File: src/rtl/led_pwm_fader.sv
// led_pwm_fader: per-channel PWM with a decaying afterglow for the LED chaser.
// A lit channel snaps to full brightness and fades out in fixed steps once it
// goes dark. Bypass mode passes the (registered) pattern straight through.
module led_pwm_fader #(
  parameter int CH         = 6,
  parameter int PWM_BITS   = 8,
  parameter int DECAY_DIV  = 270000,
  parameter int DECAY_STEP = 16
) (
  input  logic          sys_clk,
  input  logic          sys_rst_n,
  input  logic [CH-1:0] pat_in,
  input  logic          fade_en,
  output logic [CH-1:0] led_out,
  output logic          pwm_sync
);

  localparam int                  DIV_W    = $clog2(DECAY_DIV);
  localparam logic [PWM_BITS-1:0] LMAX     = '1;
  localparam logic [PWM_BITS-1:0] STEP     = PWM_BITS'(DECAY_STEP);
  localparam logic [PWM_BITS-1:0] PWM_ONE  = PWM_BITS'(1);
  localparam logic [DIV_W-1:0]    DIV_LAST = DIV_W'(DECAY_DIV - 1);
  localparam logic [DIV_W-1:0]    DIV_ONE  = DIV_W'(1);

  logic [CH-1:0]       pat_q_reg;
  logic [PWM_BITS-1:0] pwm_cnt_reg;
  logic [DIV_W-1:0]    div_cnt_reg;
  logic                decay_tick;
  logic [CH-1:0]       lit;

  // Input stage: the pattern is only ever used through this register.
  always_ff @(posedge sys_clk or negedge sys_rst_n) begin
    if (!sys_rst_n) begin
      pat_q_reg <= '1;
    end else begin
      pat_q_reg <= pat_in;
    end
  end

  // Free-running PWM counter; wraps naturally at LMAX.
  always_ff @(posedge sys_clk or negedge sys_rst_n) begin
    if (!sys_rst_n) begin
      pwm_cnt_reg <= '0;
    end else begin
      pwm_cnt_reg <= pwm_cnt_reg + PWM_ONE;
    end
  end

  // Decay prescaler: counts 0..DECAY_DIV-1, independent of inputs.
  always_ff @(posedge sys_clk or negedge sys_rst_n) begin
    if (!sys_rst_n) begin
      div_cnt_reg <= '0;
    end else if (div_cnt_reg == DIV_LAST) begin
      div_cnt_reg <= '0;
    end else begin
      div_cnt_reg <= div_cnt_reg + DIV_ONE;
    end
  end

  assign decay_tick = (div_cnt_reg == DIV_LAST);

  // Per-channel brightness level and PWM compare.
  for (genvar gi = 0; gi < CH; gi++) begin : g_ch
    logic [PWM_BITS-1:0] lvl_reg;
    logic [PWM_BITS-1:0] lvl_next;

    // Relight beats decay; decay saturates at zero instead of wrapping.
    always_comb begin
      lvl_next = lvl_reg;
      if (!pat_q_reg[gi]) begin
        lvl_next = LMAX;
      end else if (decay_tick) begin
        lvl_next = (lvl_reg > STEP) ? (lvl_reg - STEP) : '0;
      end
    end

    // Level register keeps tracking even while in bypass mode.
    always_ff @(posedge sys_clk or negedge sys_rst_n) begin
      if (!sys_rst_n) begin
        lvl_reg <= '0;
      end else begin
        lvl_reg <= lvl_next;
      end
    end

    // Full level forces solid on so LMAX is a true 100% duty.
    assign lit[gi] = (lvl_reg == LMAX) | (lvl_reg > pwm_cnt_reg);
  end

  // Registered outputs: PWM'd levels or the raw pattern, plus period marker.
  always_ff @(posedge sys_clk or negedge sys_rst_n) begin
    if (!sys_rst_n) begin
      led_out  <= '1;
      pwm_sync <= 1'b0;
    end else begin
      led_out  <= fade_en ? ~lit : pat_q_reg;
      pwm_sync <= (pwm_cnt_reg == LMAX);
    end
  end

endmodule
File: config.mk
export PLATFORM = sky130hd
export DESIGN_NAME = led_pwm_fader
export DESIGN_NICKNAME = d
export VERILOG_FILES = /design/src/rtl/led_pwm_fader.sv
export SDC_FILE = /design/constraint.sdc
export NUM_CORES = 1
export LEC_CHECK = 0
export ABC_AREA = 1
export BUFFER_PORTS_ARGS = -buffer_cell sky130_fd_sc_hd__buf_2
export CORE_UTILIZATION = 38
export CTS_CLUSTER_DIAMETER = 30
export DETAILED_ROUTE_END_ITERATION = 7
export PLACE_DENSITY_LB_ADDON = 0.08
export RECOVER_POWER = 50
export SLEW_MARGIN = 20
export SYNTH_ARGS = -nofsm -noshare
export SYNTH_HDL_FRONTEND = slang
export SYNTH_SLANG_ARGS = --single-unit
File: constraint.sdc
create_clock -name sys_clk -period 2.7 [get_ports sys_clk]
set_input_delay 0.405 -clock sys_clk [delete_from_list [all_inputs] [get_ports sys_clk]]
set_output_delay 0.405 -clock sys_clk [all_outputs]
set_load 0.005 [all_outputs]
Word level (Yosys, flattened, before mapping)
Cells that the tools add are included.
Operators by class
  $add $sub $neg: 8
  multiply operators: 0
  div/mod/pow operators: 0
  order comparisons: 12
  eq/ne operators: 14
  shift operators: 0
  multiplexer cells: 20
  bitwise logic cells: 7
  reductions and logical operators: 0
Operators by type and width (count)
  8-bit two-way mux: 18
  8-bit equality test, second input constant: 7
  8-bit by 5-bit > comparator with 1-bit output, second input constant: 6
  8-bit > comparator: 6
  8-bit by 5-bit subtractor with 8-bit output, second input constant: 6
  19-bit by 1-bit adder with 19-bit output, second input constant: 1
  19-bit equality test, second input constant: 1
  19-bit two-way mux: 1
  2-bit by 1-bit inequality test with 1-bit output, second input constant: 6
  8-bit by 1-bit adder with 8-bit output, second input constant: 1
  6-bit two-way mux: 1
  6-bit inverter: 1
  1-bit bitwise OR: 6
Storage, ports and cells
  flip-flop bits (word level): 88
  bits in latches: 0
  memory bits (writable): 0
  memory bits (read-only): 0
  input bits: 9
  output and inout port bits: 7
  word-level logic and storage cells: 72
  memories kept: 0

Depth between registers and ports, before layout
Gate-level depths: netlist of run 1.
  depth after elaboration: 4
  mapped depth: 12
  gate-level depth less buffers: 12

Worst setup path after synthesis of run 1
OpenSTA, ideal clock, no wires.
  path type: register -> register
  from: register div_cnt_reg[0]
  to: register g_ch[1].lvl_reg[5]
  library setup time: 0.117 ns
  arrival: 1.294 ns
  data required time: 2.583 ns
  setup slack: 1.289 ns
  stages on the path, launching flop included: 11
  buffers on the path: 2
  clock period less this slack: 1.411 ns
  cell sequence: dfrtp_1 > ha_1 > nand2_1 > nor2_1 > nand2_1 > inv_1 > nand3_2 > buf_6 > buf_6 > nand3_2 > nand2_1
Between the ends
  cells in the longest elaborated chain, start to end: 2
RTL lines
  from (decl): RTL line 27  | logic [DIV_W-1:0] div_cnt_reg;
  from (signal assigned): RTL line 56  | div_cnt_reg <= div_cnt_reg + DIV_ONE;
  19-bit equality test: RTL line 60  | assign decay_tick = (div_cnt_reg == DIV_LAST);
  2-bit by 1-bit inequality test with 1-bit output (no source line)
  to (signal assigned): RTL line 82  | lvl_reg <= lvl_next;
  to (decl): RTL line 64  | logic [PWM_BITS-1:0] lvl_reg;
Every way passes these cells.
A chain may end at the register's enable or synchronous reset.

Worst setup path in the final report of run 1
  from: register div_cnt_reg[0]
  to: register g_ch[3].lvl_reg[6]
Between the ends
  cells in the longest elaborated chain, start to end: 2
RTL lines (RTL line)
  19-bit equality test: 60
  2-bit by 1-bit inequality test with 1-bit output (no source line)
  to (signal assigned): 82
  to (decl): 64
Every way passes these cells.

==> results of run 1 <==
-- cells by family after synthesis --
family / count (synthesis)
and+or+nand+nor: 365
buffers and inverters: 99
AOI/OAI and AO/OA: 51
adders and majority gates: 68
xor gates and xnor gates: 15
DFF: 70
-- worst max-delay path by stage --
stage,start,endpoint,slack [ns],depth (start not counted)
after floorplan,div_cnt_reg[0],g_ch[1].lvl_reg[5],1.29,10
after global placement,div_cnt_reg[0],g_ch[5].lvl_reg[4],0.95,10
after detailed placement,div_cnt_reg[0],g_ch[2].lvl_reg[7],0.92,10
after CTS,div_cnt_reg[0],g_ch[2].lvl_reg[7],0.91,10
after global routing,div_cnt_reg[0],g_ch[5].lvl_reg[4],0.68,10
final,div_cnt_reg[0],g_ch[3].lvl_reg[6],0.93,10
-- cell type report --
class | instances | area share [%]
clock inverter | 4 | 0.4055
inverter | 88 | 5.947
tap | 172 | 3.875
sequential | 70 | 31.81
timing repair buffer | 16 | 1.712
clock buffer | 12 | 4.438
multi-input combinational | 499 | 51.81
-- power breakdown --
group	total [W]	leakage (nW)	internal, W	switching, W
Combinational	0.000370	2.03	0.000160	0.000210
Sequential	0.00122	0.813	0.00112	0.000101
Clock	0.00109	0.132	0.000642	0.000449
Total	0.00269	2.97	0.00193	0.000759
-- Yosys cell counts, drive strengths merged --
library cell	number	area share [%]
dfstp	12	6.3
nand3b	2	0.30
inv	88	6.5
a21oi	15	1.5
clkbuf	4	0.30
nand2	216	16
buf	7	1.1
xor2	10	1.7
nor2	68	5.5
xnor2	5	0.87
a41oi	6	1.0
a21o	6	0.89
nor3	7	0.79
nand3	60	7.5
nand4	12	1.5
ha	68	17
dfrtp	58	29
o21ai	24	2.5
-- stage by stage --
| stage | hold slack (ns) | worst slack, ns | util (%) | area [um2] | total power [W] |
|---|---|---|---|---|---|
| floorplan | 0.1094 | 1.289 | - | 5044 | 0.001497 |
| global placement | 0.4826 | 0.9477 | 41.39 | 5288 | 0.001608 |
| detailed placement | 0.4947 | 0.9224 | 41.39 | 5288 | 0.001615 |
| CTS | 0.1484 | 0.9087 | 43.50 | 5557 | 0.002741 |
| global route | 0.1524 | 0.6775 | 43.48 | 5554 | 0.002854 |
| finish | 0.1643 | 0.9260 | 43.48 | 5554 | 0.002685 |
-- worst reg2reg max path, cell delays in order, from the launching register on --
cell and delay, ns:
sky130_fd_sc_hd__dfrtp_1 0.40, sky130_fd_sc_hd__ha_1 0.24, sky130_fd_sc_hd__nand2_1 0.07, sky130_fd_sc_hd__nor2_1 0.09, sky130_fd_sc_hd__nand2_1 0.07, sky130_fd_sc_hd__inv_1 0.06, sky130_fd_sc_hd__nand3_2 0.24, sky130_fd_sc_hd__buf_12 0.28
sky130_fd_sc_hd__nand2_1 0.14, sky130_fd_sc_hd__nand2_1 0.06, sky130_fd_sc_hd__nand2_1 0.06
-- routing by layer --
layer	track usage, %	vias to the layer above
met1	22.05	1914
li1	-	2172
met5	0	-
met4	5.401	0
met3	4.377	13
met2	32.47	46
==> flow_summary.yaml, run 1 <==
cts:
  cts-hold-fix-buffers: 0
  tritoncts_num_sinks: 70
  clock_tree.buffer_depth: 2
  clkLatencyLatePin_ns: 0.34
  clkTransAtPathRegs_ns: 0.06
  cts-root-buf: "sky130_fd_sc_hd__clkbuf_16"
  cts-resized-gates: 0
  htreeDepth: 3
  post_cts.repair.setup_buffers: 0
  clock_tree_from_tritoncts: "done"
  cts_made_buffers: 9
cells_and_area:
  fill_cells: 1323
  top_library_cells_by_usage_in_the_layout_fill_and_taps_aside: "216 x sky130_fd_sc_hd__nand2_1, 87 x sky130_fd_sc_hd__inv_1, 68 x sky130_fd_sc_hd__ha_1"
  nNetsFinal: 761
  layout.cells.most_common: "sky130_fd_sc_hd__nand2_1"
  number_of_flip_flops_in_the_largest_register: 30
  layoutNonFillerInstCount: 861
  flow.area_growth_from_synthesis_pct: 10.12
  share_of_final_layout_standard_cells_stronger_than_drive_strength_1_pct: 9.869
  multi_input_comb_area_um2: 2878
  sequential_cell_area_um2: 1767
  n_antenna_cell: 0
sta:
  maxClockFrequency_mhz: 563.7
  setup-violations-final: 0
  skew_ns: 0.007355
  worst-slew-pin-transition_ns: 1.812
  slew_headroom_pct: -20.79
  finalHoldViolations: 0
  rsz_0062_raised_after_global_routing: "false"
  fin_crit_sh_pct: 65.71
  finalWorstPathRequiredPeriod_ns: 1.774
  timing.setup.tns_ns: 0
  final-max-slew-violation-count: 71
logic_synthesis:
  syn-cell-area_um2: 5044
  ys_types: 25
  sequential_fraction_of_the_synthesis_area_pct: 35.03
  syn_nets: 745
  synth_adder_area_share_pct: 16.87
  main_combinational_cell_family_by_area_after_synthesis: "simple AND/OR/NAND/NOR gates"
  synth-seq-cells: 70
  synth_area_in_compound_gates_pct: 5.879
  syn-mean-instance-area_um2: 7.550
  post_synth_inst_count: 668
  yosys.area_share.xor_xnor_pct: 2.605
  warning_count_from_the_yosys_run: 0
  synth_simple_gate_area_share_pct: 31.70
  proportion_of_synthesized_area_in_mux_cells_pct: 0
route:
  postRouteAntennaNets: 0
  drtPass1Iterations: 4
  detailedRoute.firstIterationViolations: 198
  routedLengthMet1_um: 5326
  num_vias: 4145
  routed-wl-met2_um: 5394
  wire_per_inst_um: 12.98
  routed_via_density: 4.814
  drt_wl_total_um: 11180
  highest-signal-layer: "met4"
  detail_route.drc_violations: 0
  wl_met3_um: 274
global_routing:
  number_of_global_route_vias_before_repair: 3927
  grt_usage_pct: 18.36
  grt_remaining_overflow: 0
  grt_antenna_before_repair: 0
  grt_first_pass_wirelength_um: 18980
  maximum_number_of_pins_on_one_net_before_global_route_repair: 71
critical_path:
  critical_path.slowest_cell: "sky130_fd_sc_hd__dfrtp_1"
  critical_path.reg2reg.endpoint: "g_ch[3].lvl_reg[6]"
  worst_setup_path_end_kind: "flop"
  critical_path.most_common_cell: "sky130_fd_sc_hd__nand2_1"
  timing.critical_path.arrival_ns: 2.05
  crit_chain: "ha_1 > nand2_1 > nor2_1 > nand2_1 > inv_1 > nand3_2 > buf_12 > nand2_1 > nand2_1 > nand2_1"
  worst-r2r-cell-count: 10
  path_buf_inv: 2
  cp_slowest_stage_delay_ns: 0.40
  worstReg2RegStart: "div_cnt_reg[0]"
  critical_path.top_delay_family: "simple AND/OR/NAND/NOR gates"
  ff2ff_setup_slack_ns: 0.93
  critical_path_required_ns: 2.97
  timing.critical_path.fanout_max: 28
  cp_launch_type: "flop"
  timing.setup.critical_path_class: "flop to flop"
floorplan:
  initial_core_util_pct: 39.48
  boundaryPins: 16
  core_um2: 12770
  die-height_um: 117.2
  design.die.area_um2: 13740
  rows: 41
  chipWidth_um: 117.2
worst_hold_path:
  min-delay-start: "pat_in[5]"
  min_delay_path_depth: 1
  hold_path_endpoint: "pat_q_reg[5]"
  holdCritPathClass: "input port to flop"
placed_design:
  number_of_buffer_cells_added_on_primary_ports: 15
  placed_cells: 845
  post-dp-hpwl_um: 7827
  routability_cong: 0.7648
run_status:
  run_status: "finished, violations left"
  failed_checks: "capacitance limit, slew limit"
power_and_ir_drop:
  irDropWorstVdd_v: 0.0002550
  static-leakage-power_nw: 2.971
  powerDensity_nw_per_um2: 483.5
job:
  cap_violations: 1
Power figures use the tool's default switching activity.
==> run 2, diff against run 1 <==
==> constraint.sdc (replaced) <==
create_clock -name sys_clk -period 1.4 [get_ports sys_clk]
set_input_delay 0.21 -clock sys_clk [delete_from_list [all_inputs] [get_ports sys_clk]]
set_output_delay 0.21 -clock sys_clk [all_outputs]
set_load 0.005 [all_outputs]
==> run 2 against run 1 <==
The flow finishes with violations (setup timing). Worst setup slack lost 1.0 ns. Wire length rose by 17%. Hold slack improved by 0.10 ns. Maximum frequency increased by 17%. Sequential power grew 92%. Global-route usage up 2.8 points. Largest power group unchanged.
==> flow_summary.yaml, run 2 (synthesized netlist as in run 1, its figures left out) <==
critical_path:
  crit_chain: "ha_4 > nand2_2 > nor2_1 > nand2_1 > inv_2 > nand3_4 > buf_12 > buf_6 > nand3_2 > nand2_1"
  timing.critical_path.arrival_ns: 1.75
  cp_slowest_stage_delay_ns: 0.40
  path_buf_inv: 3
  cp_launch_type: "flop"
  worst_setup_path_end_kind: "flop"
  critical_path.top_delay_family: "simple AND/OR/NAND/NOR gates"
  critical_path_required_ns: 1.64
  timing.critical_path.fanout_max: 8
  critical_path.most_common_cell: "sky130_fd_sc_hd__nand2_1"
  timing.setup.critical_path_class: "flop to flop"
  critical_path.slowest_cell: "sky130_fd_sc_hd__dfrtp_1"
power_and_ir_drop:
  power.switching_fraction_pct: 28.82
  seq_power_share_pct: 42.4
  combPwrFrac_pct: 19.2
  powerDensity_nw_per_um2: 766.8
  clockPowerShare_pct: 38.4
  power.internal_w: 0.003927
  sum_of_internal_switching_and_leakage_power_w: 0.005518
  static-leakage-power_nw: 3.627
  total_net_switching_power_w: 0.001590
  irDropWorstVdd_v: 0.0004832
floorplan:
  rows: 41
  core_um2: 12770
  initial_core_util_pct: 39.48
  die-height_um: 117.2
  chipWidth_um: 117.2
  boundaryPins: 16
  design.die.area_um2: 13740
sta:
  worst-slew-pin-transition_ns: 0.6233
  maxClockFrequency_mhz: 661.6
  fin_crit_sh_pct: 108.0
  timing.setup.tns_ns: -1.925
  finalHoldViolations: 0
  skew_ns: 0.01207
  rsz_0062_raised_after_global_routing: "true"
  slew_headroom_pct: 58.45
  setup-violations-final: 40
  final.setup.worst_slack_ns: -0.1114
  final-max-slew-violation-count: 0
  finalWorstPathRequiredPeriod_ns: 1.511
cells_and_area:
  nNetsFinal: 873
  flow.area_growth_from_synthesis_pct: 42.67
  layoutNonFillerInstCount: 973
  top_library_cells_by_usage_in_the_layout_fill_and_taps_aside: "170 x sky130_fd_sc_hd__nand2_1, 82 x sky130_fd_sc_hd__buf_4, 79 x sky130_fd_sc_hd__inv_1"
  n_antenna_cell: 0
  share_of_final_layout_standard_cells_stronger_than_drive_strength_1_pct: 36.70
  layout.cells.most_common: "sky130_fd_sc_hd__nand2_1"
  final_area_um2: 7196
  number_of_flip_flops_in_the_largest_register: 30
worst_hold_path:
  holdCritPathClass: "input port to flop"
cts:
  htreeDepth: 3
  clock_tree.buffer_depth: 2
  cts_made_buffers: 9
  tritoncts_num_sinks: 70
  clkTransAtPathRegs_ns: 0.06
  cts-root-buf: "sky130_fd_sc_hd__clkbuf_16"
  clkLatencyLatePin_ns: 0.35
  clock_tree_from_tritoncts: "done"
route:
  drt_wl_total_um: 13060
  detailedRoute.firstIterationViolations: 152
  detail_route.drc_violations: 0
  num_vias: 4666
  postRouteAntennaNets: 0
  routed_via_density: 4.795
  wire_per_inst_um: 13.42
  drtPass1Iterations: 7
placed_design:
  postPlaceCellArea_um2: 5876
  routability_cong: 0.8018
  number_of_buffer_cells_added_on_primary_ports: 15
  placed_cells: 918
  post-dp-hpwl_um: 8788
global_routing:
  grt_first_pass_wirelength_um: 21890
  maximum_number_of_pins_on_one_net_before_global_route_repair: 28
  grt_remaining_overflow: 0
  grt_antenna_before_repair: 0
  grt_usage_pct: 21.14
  number_of_global_route_vias_before_repair: 4630
run_status:
  failed_checks: "setup timing"
  run_status: "finished, violations left"
job:
  cap_violations: 0
run 2: cell count changes in the layout (fill, tap and decap cells not counted), moves of 13 or more:
cell and change:
sky130_fd_sc_hd__ha_1 -13, sky130_fd_sc_hd__buf_6 +16, sky130_fd_sc_hd__nand3_1 -18, sky130_fd_sc_hd__nand2_1 -46, sky130_fd_sc_hd__buf_4 +82, sky130_fd_sc_hd__nor2_4 +13
sky130_fd_sc_hd__nand2_2 +35, sky130_fd_sc_hd__nor2_1 -18, sky130_fd_sc_hd__ha_4 +13, sky130_fd_sc_hd__nand3_2 +13
run 2: worst min-delay path, delay by kind of cell:
| family | cells | cell delay (ns) |
|---|---|---|
| AND/OR/NAND/NOR | 2 | 0.12 |
| buffers and inverters | 3 | 0.28 |
run 2: final cells by class:
cell class / instances / area, um2
flip-flops and latches: 70 / 1778
inverters: 88 / 341.6
fillers: 1165 / 5578
clock inverters: 2 / 10.01
clock buffers: 14 / 254.0
multi-input cells: 499 / 3526
well taps: 172 / 215.2
repair buffers: 128 / 1071
run 2: worst paths after layout:
check / to / slack (ns) / start / depth (start not counted)
min reg2reg: g_ch[3].lvl_reg[5] / 0.55 / g_ch[3].lvl_reg[5] / 2
max: g_ch[4].lvl_reg[5] / -0.11 / div_cnt_reg[0] / 10
min: led_out[0] / 0.27 / fade_en / 5
min in group asynchronous: pwm_cnt_reg[2] / 0.41 / sys_rst_n / 2
max reg2reg: g_ch[4].lvl_reg[5] / -0.11 / div_cnt_reg[0] / 10
max in group asynchronous: pat_q_reg[1] / 0.09 / sys_rst_n / 3
run 2: layer usage:
layer / GRT usage (%) / up-vias / share of wire, %
met5: 0 / - / 0
met4: 9.873 / 0 / 2.6
met3: 2.935 / 20 / 1.9
met2: 36.59 / 52 / 50
met1: 25.98 / 2191 / 45
li1: - / 2403 / -
run 2: power groups by stage:
stage	registers, W	clock network [W]	logic [W]
2_1_floorplan	0.00233	0	0.000561
3_3_place_gp	0.00235	0	0.000868
3_5_place_dp	0.00235	0	0.000882
4_1_cts	0.00233	0.00219	0.000959
5_1_grt	0.00236	0.00228	0.00123
6_report	0.00234	0.00212	0.00106
run 2: per-stage QoR:
stage                     util (%)  worst slack [ns]  hold WS (ns)
after floorplan                  -         0.0006466      -0.08559
after global placement       46.00           -0.2017        0.1399
after detailed placement     46.00           -0.1962        0.1468
after CTS                    52.78           -0.1105        0.2514
after global routing         56.33           -0.1955        0.2959
final                        56.33           -0.1114        0.2674
run 2: timing repair:
item	4_1_cts	5_1_grt
cloned	2	0
endpoints found under the hold margin	26	0
buffers inserted	17	19
setup endpoints to repair	41	54
pin swaps	37	56
hold buffers	7	0
resized for setup	76	109
